File: config.mk
export PLATFORM = sky130hd
export DESIGN_NAME = muldiv_unit
export DESIGN_NICKNAME = d
export VERILOG_FILES = /design/src/rtl/riscv_pkg.sv /design/src/rtl/muldiv_unit.sv
export SDC_FILE = /design/constraint.sdc
export NUM_CORES = 1
export LEC_CHECK = 0
export BUFFER_PORTS_ARGS = -buffer_cell sky130_fd_sc_hd__buf_2
export CORE_ASPECT_RATIO = 0.75
export CORE_MARGIN = 2
export CORE_UTILIZATION = 33
export CTS_BUF_LIST = sky130_fd_sc_hd__clkbuf_2 sky130_fd_sc_hd__clkbuf_4 sky130_fd_sc_hd__clkbuf_8
export DETAILED_ROUTE_END_ITERATION = 16
export SLEW_MARGIN = 20
export SYNTH_ARGS = -nofsm -noshare
export SYNTH_HDL_FRONTEND = slang
export SYNTH_SLANG_ARGS = --single-unit
File: constraint.sdc
create_clock -name Clk -period 5.6 [get_ports Clk]
set_clock_uncertainty 0.1 [all_clocks]
set_input_delay 0.84 -clock Clk [delete_from_list [all_inputs] [get_ports Clk]]
set_output_delay 0.84 -clock Clk [all_outputs]
set_load 0.01 [all_outputs]
File: src/rtl/riscv_pkg.sv
// Shared RV32M definitions for the iterative multiply/divide unit.
// Holds the funct3 op encoding, FSM states and iteration-counter sizing.
package riscv_pkg;

  typedef enum logic [2:0] {
    MD_MUL    = 3'd0,
    MD_MULH   = 3'd1,
    MD_MULHSU = 3'd2,
    MD_MULHU  = 3'd3,
    MD_DIV    = 3'd4,
    MD_DIVU   = 3'd5,
    MD_REM    = 3'd6,
    MD_REMU   = 3'd7
  } md_op_t;

  typedef enum logic [1:0] {
    MD_IDLE = 2'd0,
    MD_CALC = 2'd1,
    MD_FIX  = 2'd2
  } md_state_t;

  localparam int MD_DWIDTH = 32;
  localparam int MD_CNT_W  = $clog2(MD_DWIDTH + 1);

  // Divide ops occupy the upper half of the funct3 space.
  function automatic logic md_is_div(input md_op_t op);
    logic [2:0] code;
    code = op;
    return code[2];
  endfunction

endpackage

File: src/rtl/muldiv_unit.sv
// Iterative radix-2 RV32M multiply/divide unit: shift-add multiply, restoring
// divide, one result per start after DWIDTH+2 cycles, killable mid-flight.
module muldiv_unit
  import riscv_pkg::*;
#(
  parameter int DWIDTH = 32
) (
  input  logic              Clk,
  input  logic              Rst_N,
  input  logic              MD_Start,
  input  logic [2:0]        MD_OP,
  input  logic [DWIDTH-1:0] MD_In_A,
  input  logic [DWIDTH-1:0] MD_In_B,
  input  logic              MD_Kill,
  output logic              MD_Busy,
  output logic              MD_Valid,
  output logic [DWIDTH-1:0] MD_Out,
  output logic              MD_Zero_Flag
);

  localparam int CNT_W = $clog2(DWIDTH + 1);
  localparam logic [CNT_W-1:0]    CNT_INIT = CNT_W'(DWIDTH);
  localparam logic [CNT_W-1:0]    CNT_ONE  = {{(CNT_W-1){1'b0}}, 1'b1};
  localparam logic [DWIDTH-1:0]   ONE_W    = {{(DWIDTH-1){1'b0}}, 1'b1};
  localparam logic [2*DWIDTH-1:0] ONE_2W   = {{(2*DWIDTH-1){1'b0}}, 1'b1};

  md_state_t           state_r, state_nxt_s;
  md_op_t              op_r, op_in_s;
  logic [CNT_W-1:0]    cnt_r;
  logic [DWIDTH-1:0]   opnd_r, a_orig_r;
  logic [2*DWIDTH-1:0] acc_r;
  logic                sign_a_r, sign_b_r, b_zero_r;
  logic                busy_r, valid_r, zero_r;
  logic [DWIDTH-1:0]   out_r;

  logic                sa_s, sb_s;
  logic [DWIDTH-1:0]   a_abs_s, b_abs_s;
  logic [DWIDTH:0]     mul_sum_s, rem_sh_s, diff_s;
  logic [2*DWIDTH-1:0] mul_nxt_s, div_nxt_s, prod_fix_s;
  logic [DWIDTH-1:0]   quo_fix_s, rem_fix_s, result_s;

  // Operand capture: signed ops carry magnitudes plus recorded signs.
  always_comb begin
    op_in_s = md_op_t'(MD_OP);
    sa_s    = 1'b0;
    sb_s    = 1'b0;
    if (op_in_s inside {MD_MULH, MD_MULHSU, MD_DIV, MD_REM}) begin
      sa_s = MD_In_A[DWIDTH-1];
    end else begin
      sa_s = 1'b0;
    end
    if (op_in_s inside {MD_MULH, MD_DIV, MD_REM}) begin
      sb_s = MD_In_B[DWIDTH-1];
    end else begin
      sb_s = 1'b0;
    end
    a_abs_s = sa_s ? ((~MD_In_A) + ONE_W) : MD_In_A;
    b_abs_s = sb_s ? ((~MD_In_B) + ONE_W) : MD_In_B;
  end

  // One radix-2 step: acc holds {hi, multiplier} or {remainder, quotient}.
  always_comb begin
    mul_sum_s = {1'b0, acc_r[2*DWIDTH-1:DWIDTH]} + (acc_r[0] ? {1'b0, opnd_r} : {(DWIDTH+1){1'b0}});
    mul_nxt_s = {mul_sum_s, acc_r[DWIDTH-1:1]};
    rem_sh_s  = {acc_r[2*DWIDTH-1:DWIDTH], acc_r[DWIDTH-1]};
    diff_s    = rem_sh_s - {1'b0, opnd_r};
    if (diff_s[DWIDTH] == 1'b0) begin
      div_nxt_s = {diff_s[DWIDTH-1:0], acc_r[DWIDTH-2:0], 1'b1};
    end else begin
      div_nxt_s = {rem_sh_s[DWIDTH-1:0], acc_r[DWIDTH-2:0], 1'b0};
    end
  end

  // Sign correction and result select; divide-by-zero overrides the sign fix.
  always_comb begin
    prod_fix_s = (sign_a_r ^ sign_b_r) ? ((~acc_r) + ONE_2W) : acc_r;
    quo_fix_s  = (sign_a_r ^ sign_b_r) ? ((~acc_r[DWIDTH-1:0]) + ONE_W) : acc_r[DWIDTH-1:0];
    rem_fix_s  = sign_a_r ? ((~acc_r[2*DWIDTH-1:DWIDTH]) + ONE_W) : acc_r[2*DWIDTH-1:DWIDTH];
    case (op_r)
      MD_MUL:                        result_s = prod_fix_s[DWIDTH-1:0];
      MD_MULH, MD_MULHSU, MD_MULHU:  result_s = prod_fix_s[2*DWIDTH-1:DWIDTH];
      MD_DIV:   result_s = b_zero_r ? {DWIDTH{1'b1}} : quo_fix_s;
      MD_DIVU:  result_s = b_zero_r ? {DWIDTH{1'b1}} : acc_r[DWIDTH-1:0];
      MD_REM:   result_s = b_zero_r ? a_orig_r : rem_fix_s;
      MD_REMU:  result_s = b_zero_r ? a_orig_r : acc_r[2*DWIDTH-1:DWIDTH];
      default:  result_s = {DWIDTH{1'b0}};
    endcase
  end

  // Next-state logic.
  always_comb begin
    state_nxt_s = state_r;
    case (state_r)
      MD_IDLE: begin
        if (MD_Start) state_nxt_s = MD_CALC;
        else          state_nxt_s = MD_IDLE;
      end
      MD_CALC: begin
        if (MD_Kill)                 state_nxt_s = MD_IDLE;
        else if (cnt_r == CNT_ONE)   state_nxt_s = MD_FIX;
        else                         state_nxt_s = MD_CALC;
      end
      MD_FIX:  state_nxt_s = MD_IDLE;
      default: state_nxt_s = MD_IDLE;
    endcase
  end

  // State register.
  always_ff @(posedge Clk or negedge Rst_N) begin
    if (!Rst_N) state_r <= MD_IDLE;
    else        state_r <= state_nxt_s;
  end

  // Datapath and registered outputs.
  always_ff @(posedge Clk or negedge Rst_N) begin
    if (!Rst_N) begin
      op_r     <= MD_MUL;
      cnt_r    <= {CNT_W{1'b0}};
      opnd_r   <= {DWIDTH{1'b0}};
      a_orig_r <= {DWIDTH{1'b0}};
      acc_r    <= {(2*DWIDTH){1'b0}};
      sign_a_r <= 1'b0;
      sign_b_r <= 1'b0;
      b_zero_r <= 1'b0;
      busy_r   <= 1'b0;
      valid_r  <= 1'b0;
      out_r    <= {DWIDTH{1'b0}};
      zero_r   <= 1'b1;
    end else begin
      busy_r  <= (state_nxt_s != MD_IDLE);
      valid_r <= (state_r == MD_FIX) && !MD_Kill;
      case (state_r)
        MD_IDLE: begin
          if (MD_Start) begin
            op_r     <= op_in_s;
            cnt_r    <= CNT_INIT;
            sign_a_r <= sa_s;
            sign_b_r <= sb_s;
            b_zero_r <= (MD_In_B == {DWIDTH{1'b0}});
            a_orig_r <= MD_In_A;
            opnd_r   <= md_is_div(op_in_s) ? b_abs_s : a_abs_s;
            acc_r    <= {{DWIDTH{1'b0}}, (md_is_div(op_in_s) ? a_abs_s : b_abs_s)};
          end
        end
        MD_CALC: begin
          if (!MD_Kill) begin
            cnt_r <= cnt_r - CNT_ONE;
            acc_r <= md_is_div(op_r) ? div_nxt_s : mul_nxt_s;
          end
        end
        MD_FIX: begin
          if (!MD_Kill) begin
            out_r  <= result_s;
            zero_r <= (result_s == {DWIDTH{1'b0}});
          end
        end
        default: cnt_r <= {CNT_W{1'b0}};
      endcase
    end
  end

  assign MD_Busy      = busy_r;
  assign MD_Valid     = valid_r;
  assign MD_Out       = out_r;
  assign MD_Zero_Flag = zero_r;

endmodule
# Yosys cells after proc, flatten, opt, wreduce, memory -nomap -nowiden
# Cells that the tools add are included.
dict set report classes {
  n_div 0
  mux 27
  bitwise_logic 8
  shifts 0
  addsub 8
  n_lt_le_gt_ge 0
  mul 0
  n_reduce_logical 15
  eq_ne 16
}
# cell count
set op_table {}
lappend op_table {{two-way mux 32 bit} 11}
lappend op_table {{two-way mux 64 bit} 5}
lappend op_table {{case mux 32 bit (6 select lines)} 1}
lappend op_table {{adder 32 x 1 -> 32 bit (second input constant)} 4}
lappend op_table {{NOT 32 bit} 4}
lappend op_table {{case mux 64 bit (2 select lines)} 1}
lappend op_table {{adder 64 x 1 -> 64 bit (second input constant)} 1}
lappend op_table {{zero test 32 bit} 2}
lappend op_table {{NOT 64 bit} 1}
lappend op_table {{adder 32 x 32 -> 33 bit} 1}
lappend op_table {{subtractor 33 x 32 -> 33 bit} 1}
lappend op_table {{== test 3 bit (second input constant)} 6}
lappend op_table {{case mux 6 bit (3 select lines)} 1}
lappend op_table {{two-way mux 6 bit} 2}
lappend op_table {{== test 3 x 2 -> 1 bit (second input constant)} 3}
lappend op_table {{== test 3 x 1 -> 1 bit (second input constant)} 2}
lappend op_table {{== test 6 x 1 -> 1 bit (second input constant)} 1}
lappend op_table {{AND reduction 3 bit} 2}
lappend op_table {{subtractor 6 x 1 -> 6 bit (second input constant)} 1}
lappend op_table {{two-way mux 2 bit} 2}
lappend op_table {{inequality test 2 bit (second input constant)} 2}
lappend op_table {{case mux 2 bit (2 select lines)} 1}
lappend op_table {{AND reduction 2 bit} 2}
lappend op_table {{nonzero test 2 bit} 2}
lappend op_table {{other kinds (12)} 15}
dict set report word_totals {
  in_bits 71
  mem_bits_rw 0
  mem_bits_ro 0
  register_bits 177
  latch_bits 0
  wordCells 87
  mem_count 0
  out_inout_bits 35
}

# Logic depth before layout (Yosys ltp)
dict set report depth {
  word_depth 7
  depth_mapped 16
}

# Least setup slack after synthesis
# OpenSTA, ideal clock, no wires.
dict set report synth_timing {
  path_kind {flip-flop to flip-flop}
  from {register acc_r[21]}
  to {register zero_r (netlist: MD_Zero_Flag)}
  setup_ns 0.097
  slack_ns 1.710
  arrival_ns 3.693
  stages_incl_launch_ff 13
  n_path_buf 2
  path_cell_list {dfrtp_1 -> buf_6 -> or4_4 -> or4_1 -> buf_2 -> or3_1 -> nor4_1 -> mux2_2 -> o31ai_1 -> nand3b_1 -> nor4b_1 -> nand4_1 -> o41ai_2}
}
dict set report synth_between {
  elab_chain_len 6
}
# element line
set synth_lines {}
lappend synth_lines {{start, declared} muldiv_unit.sv:31} ;# logic [2*DWIDTH-1:0] acc_r;
lappend synth_lines {{start signal, assigned} muldiv_unit.sv:121} ;# acc_r <= {(2*DWIDTH){1'b0}};
lappend synth_lines {{start signal, assigned} muldiv_unit.sv:142} ;# acc_r <= {{DWIDTH{1'b0}}, (md_is_div(op_in_s) ? a_abs_s : b_abs_s)};
lappend synth_lines {{start signal, assigned} muldiv_unit.sv:148} ;# acc_r <= md_is_div(op_r) ? div_nxt_s : mul_nxt_s;
lappend synth_lines {{NOT 32 bit} muldiv_unit.sv:77} ;# quo_fix_s = (sign_a_r ^ sign_b_r) ? ((~acc_r[DWIDTH-1:0]) + ONE_W) : acc_r[DWIDTH-1:0];
lappend synth_lines {{adder 32 x 1 -> 32 bit} muldiv_unit.sv:77}
lappend synth_lines {{two-way mux 32 bit} muldiv_unit.sv:77}
lappend synth_lines {{two-way mux 32 bit} muldiv_unit.sv:82} ;# MD_DIV: result_s = b_zero_r ? {DWIDTH{1'b1}} : quo_fix_s;
lappend synth_lines {{case mux 32 bit (6 select lines) (*)} muldiv_unit.sv:79} ;# case (op_r)
lappend synth_lines {{zero test 32 bit (*)} muldiv_unit.sv:154} ;# zero_r <= (result_s == {DWIDTH{1'b0}});
lappend synth_lines {{end signal, assigned} muldiv_unit.sv:154}
lappend synth_lines {{end, declared} muldiv_unit.sv:33} ;# logic busy_r, valid_r, zero_r;
# Every way passes the cells marked *; elsewhere a longest branch is shown, timed or not.
# A chain may end at the register's enable or synchronous reset.

# Final worst setup path
# Ends and elaborated chain as after synthesis.

==> key figures <==
Clock network
  • CTS Hold Bufs: 0
  • CTS tree: done
  • CTS Sinks: 177
  • Post-CTS Setup Bufs: 0
  • CTS H-tree depth: 4
  • Bufs on Longest Clock Path: 2
  • Post_cts resized: 0
  • Root buf cell: clkbuf_8
  • CTS Buf Count: 17
  • Clk_lat worst skew: 0.58 ns
  • Clk slew on worst S/H paths: ~0.15 ns

Logic synthesis
  • Post-synth top area share: 0.249
  • Post-synth cell types: 78
  • Mapped cell area: ~18000 um2
  • Post-Synthesis Cells: 2449
  • Yosys warnings: 0
  • Seq/Total Area, Yosys: 0.250
  • Yosys reg bits: 177
  • Synth area leaders: dfrtp_1 25%, nand2_1 6.8%, a21oi_1 6.6%
  • Top cells by count, synth: 321 x nand2_1, 248 x nor2_1, 235 x a21oi_1, 221 x o21ai_0, 182 x clkbuf_1
  • Async S/R FF share, synth: 1.00
  • Syn nets: ~2600
  • EDFF count, synth: 0
  • Most area-hungry cell type in the Yosys netlist: dfrtp_1
  • Syn avg cell area: 7.23 um2
  • Most common cell in the netlist: nand2_1
  • Main synth FF type: dfrtp_1

Timing
  • Tmin final: 4.76 ns
  • Max Slew Vio Count: 0
  • Final hold vios: 0
  • Setup violations, final: 0
  • Worst-margin pin slew: 1.18 ns
  • Unrepaired setup endpoints after global routing: false
  • Relative slew slack: 0.213
  • Max Clk Rate: roughly 0.21 GHz
  • Post-route setup slack: 0.837 ns
  • TNS Setup: 0 ns
  • Final Cycle Share: 0.851

Setup path
  • CP Capture Type: flip-flop
  • Worst Path Max Fanout: 14
  • Arr. time, crit path: roughly 5.1 ns
  • Worst Path Required: roughly 6 ns
  • Critical Path Source Type: flip-flop
  • R2R Setup Slk: 0.84 ns
  • WS Path Type: reg -> reg

Hold path
  • HP Class: in -> async

Finish
  • Fin cells: approximately 3200
  • Final #Nets: roughly 2600
  • Fillers: 5677
  • Area taken by multi-input logic gates: between 10000 and 15000 um2
  • Area growth, synth to finish: 8.97%
  • Share of cells above drive strength 1: 0.100
  • Register area: roughly 4400 um2

Floorplanning
  • Row count: 73
  • Initial Util: 0.334
  • Die H: 205 um
  • Die area: approximately 56000 um2
  • Ports: 106
  • Core area: 53000 um2
  • Die W: 271 um

Global route
  • Initial antenna violation count: 3
  • Largest net degree at the start of global routing: 98
  • Total grt overflow: 0
  • Gr usage total: 0.299
  • Vias in the first global route: approximately 18000
  • First-pass GRT wire length: 123000 um

Detailed routing
  • Drt via density: around 6.2
  • Post-route DRC: 0
  • Post-detailed-route wirelength per cell: 26.6 um
  • Initial DRC Count: between 3000 and 4000
  • Via count: slightly below 20000
  • Detailed Routing Iterations Pass 1: 7
  • Final WL: ~84000 um
  • Post-DRT Antenna Nets: 0

Pwr
  • Clock power share: 0.086
  • Combinational share of power: 0.683
  • Flop pwr share: 0.230
  • Total power: 12.0 mW
  • NetSw: 7.04 mW
  • Static leakage: 8.13 nW
  • Sw frac: 0.586
  • Pint: around 5.0 mW
  • Peak supply drop: 0.583 mV
  • Pwr dens: 623 nW/um2

Placement
  • Final GP Congestion: roughly 1.1
  • HPWL Detailed: 64800 um
  • Placed cell count: 3118
  • IO Port Bufs: roughly 110
  • Place WS: 1.01 ns

Flow run
  • Max-Cap Viols: 0

Outcome
  • Status: finished clean
## state kept, by name, summed over array words and instances, names as in the netlist
| register | flops |
|---|---|
| sign_a_r | 1 |
| sign_b_r | 1 |
| MD_Valid | 1 |
| cnt_r | 6 |
| MD_Out | 32 |
| acc_r | 64 |
| MD_Busy | 1 |
| a_orig_r | 32 |
| opnd_r | 32 |
| b_zero_r | 1 |
| op_r | 3 |
| state_r | 2 |
| MD_Zero_Flag | 1 |
## worst paths after layout
kind                       cells past startpoint    startpoint           end
max in group asynchronous                      2         Rst_N       op_r[2]
min in group Clk                               2  a_orig_r[14]  a_orig_r[14]
min                                            1         Rst_N  a_orig_r[10]
max reg2reg                                   10     acc_r[21]  MD_Zero_Flag
min reg2reg                                    2  a_orig_r[14]  a_orig_r[14]
max                                           10     acc_r[21]  MD_Zero_Flag
## worst max-delay path: stages, from the launching register on
cell     delay [ns]
dfrtp_1        0.50
or4_4          0.58
or4_1          0.67
nor3_4         0.88
a21oi_2        0.12
mux2_1         0.35
o32ai_2        0.29
nand4_1        0.22
nor4b_1        0.39
nand4_1        0.17
o41ai_2        0.37
## power groups by stage
stage                     clock [mW]  combinational (mW)  sequential, mW
after global placement             0                7.84            2.69
after global routing            1.11                8.77            2.82
after CTS                       1.05                7.85            2.71
after floorplan                    0                5.57            2.11
after detailed placement           0                7.81            2.73
final                           1.04                8.21            2.77
## cell usage in the layout, fill, tap and decap left out, drive strengths merged, types with 10 or more instances in the layout
cell / synthesis / routed
mux2: 12 / 12
or3: 31 / 31
o21ai: 221 / 221
buf: 19 / 158
o211ai: 36 / 36
nand3: 52 / 52
xor2: 79 / 79
nand2: 321 / 321
o221ai: 10 / 10
dfrtp: 176 / 176
or2: 15 / 15
o21a: 13 / 13
nor3: 54 / 54
nand4: 23 / 23
o41ai: 20 / 20
clkbuf: 183 / 18
and3: 17 / 17
nand2b: 42 / 42
o22ai: 17 / 17
ha: 70 / 70
mux2i: 61 / 61
a22oi: 10 / 10
a21oi: 237 / 237
xnor2: 108 / 108
a21o: 24 / 24
and2: 12 / 12
inv: 69 / 77
nor2: 248 / 248
or4: 20 / 20
nor2b: 14 / 14
o31ai: 28 / 28
a31oi: 31 / 31
a211oi: 25 / 25
nor4: 31 / 31
o2111ai: 10 / 10
## routing by layer
metal	global-route usage	share of wire
met5	0	0.00030
met3	0.108	0.14
met4	0.0673	0.021
met2	0.399	0.38
met1	0.448	0.46
## layout make-up
| cell class | count | area share |
|---|---|---|
| Multi-Input combinational cell | 2000 | 0.636 |
| Antenna cell | 2 | 0.000260 |
| Inverter | 70 | 0.0136 |
| Timing Repair Buffer | 159 | 0.0500 |
| Tap cell | 712 | 0.0462 |
| Clock buffer | 17 | 0.0121 |
| Sequential cell | 177 | 0.230 |
| Clock inverter | 15 | 0.0114 |
## stage by stage
step	util	area (um2)	hold WS (ns)
final	0.364	19300	0.222
after floorplan	-	17700	0.337
after global routing	0.364	19300	0.253
after detailed placement	0.355	18800	0.359
after global placement	0.355	18800	0.355
after CTS	0.364	19300	0.239
## cells by family after synthesis
logic type	share of synthesized area
AO/OA/AOI/OAI	0.264
flip-flops	0.250
AND/OR/NAND/NOR	0.241
adder cells (fa/ha/maj)	0.0518
XOR/XNOR	0.0926
multiplexers	0.0421
buffers and inverters	0.0585
Note: power is estimated with default switching activity, not from simulation.
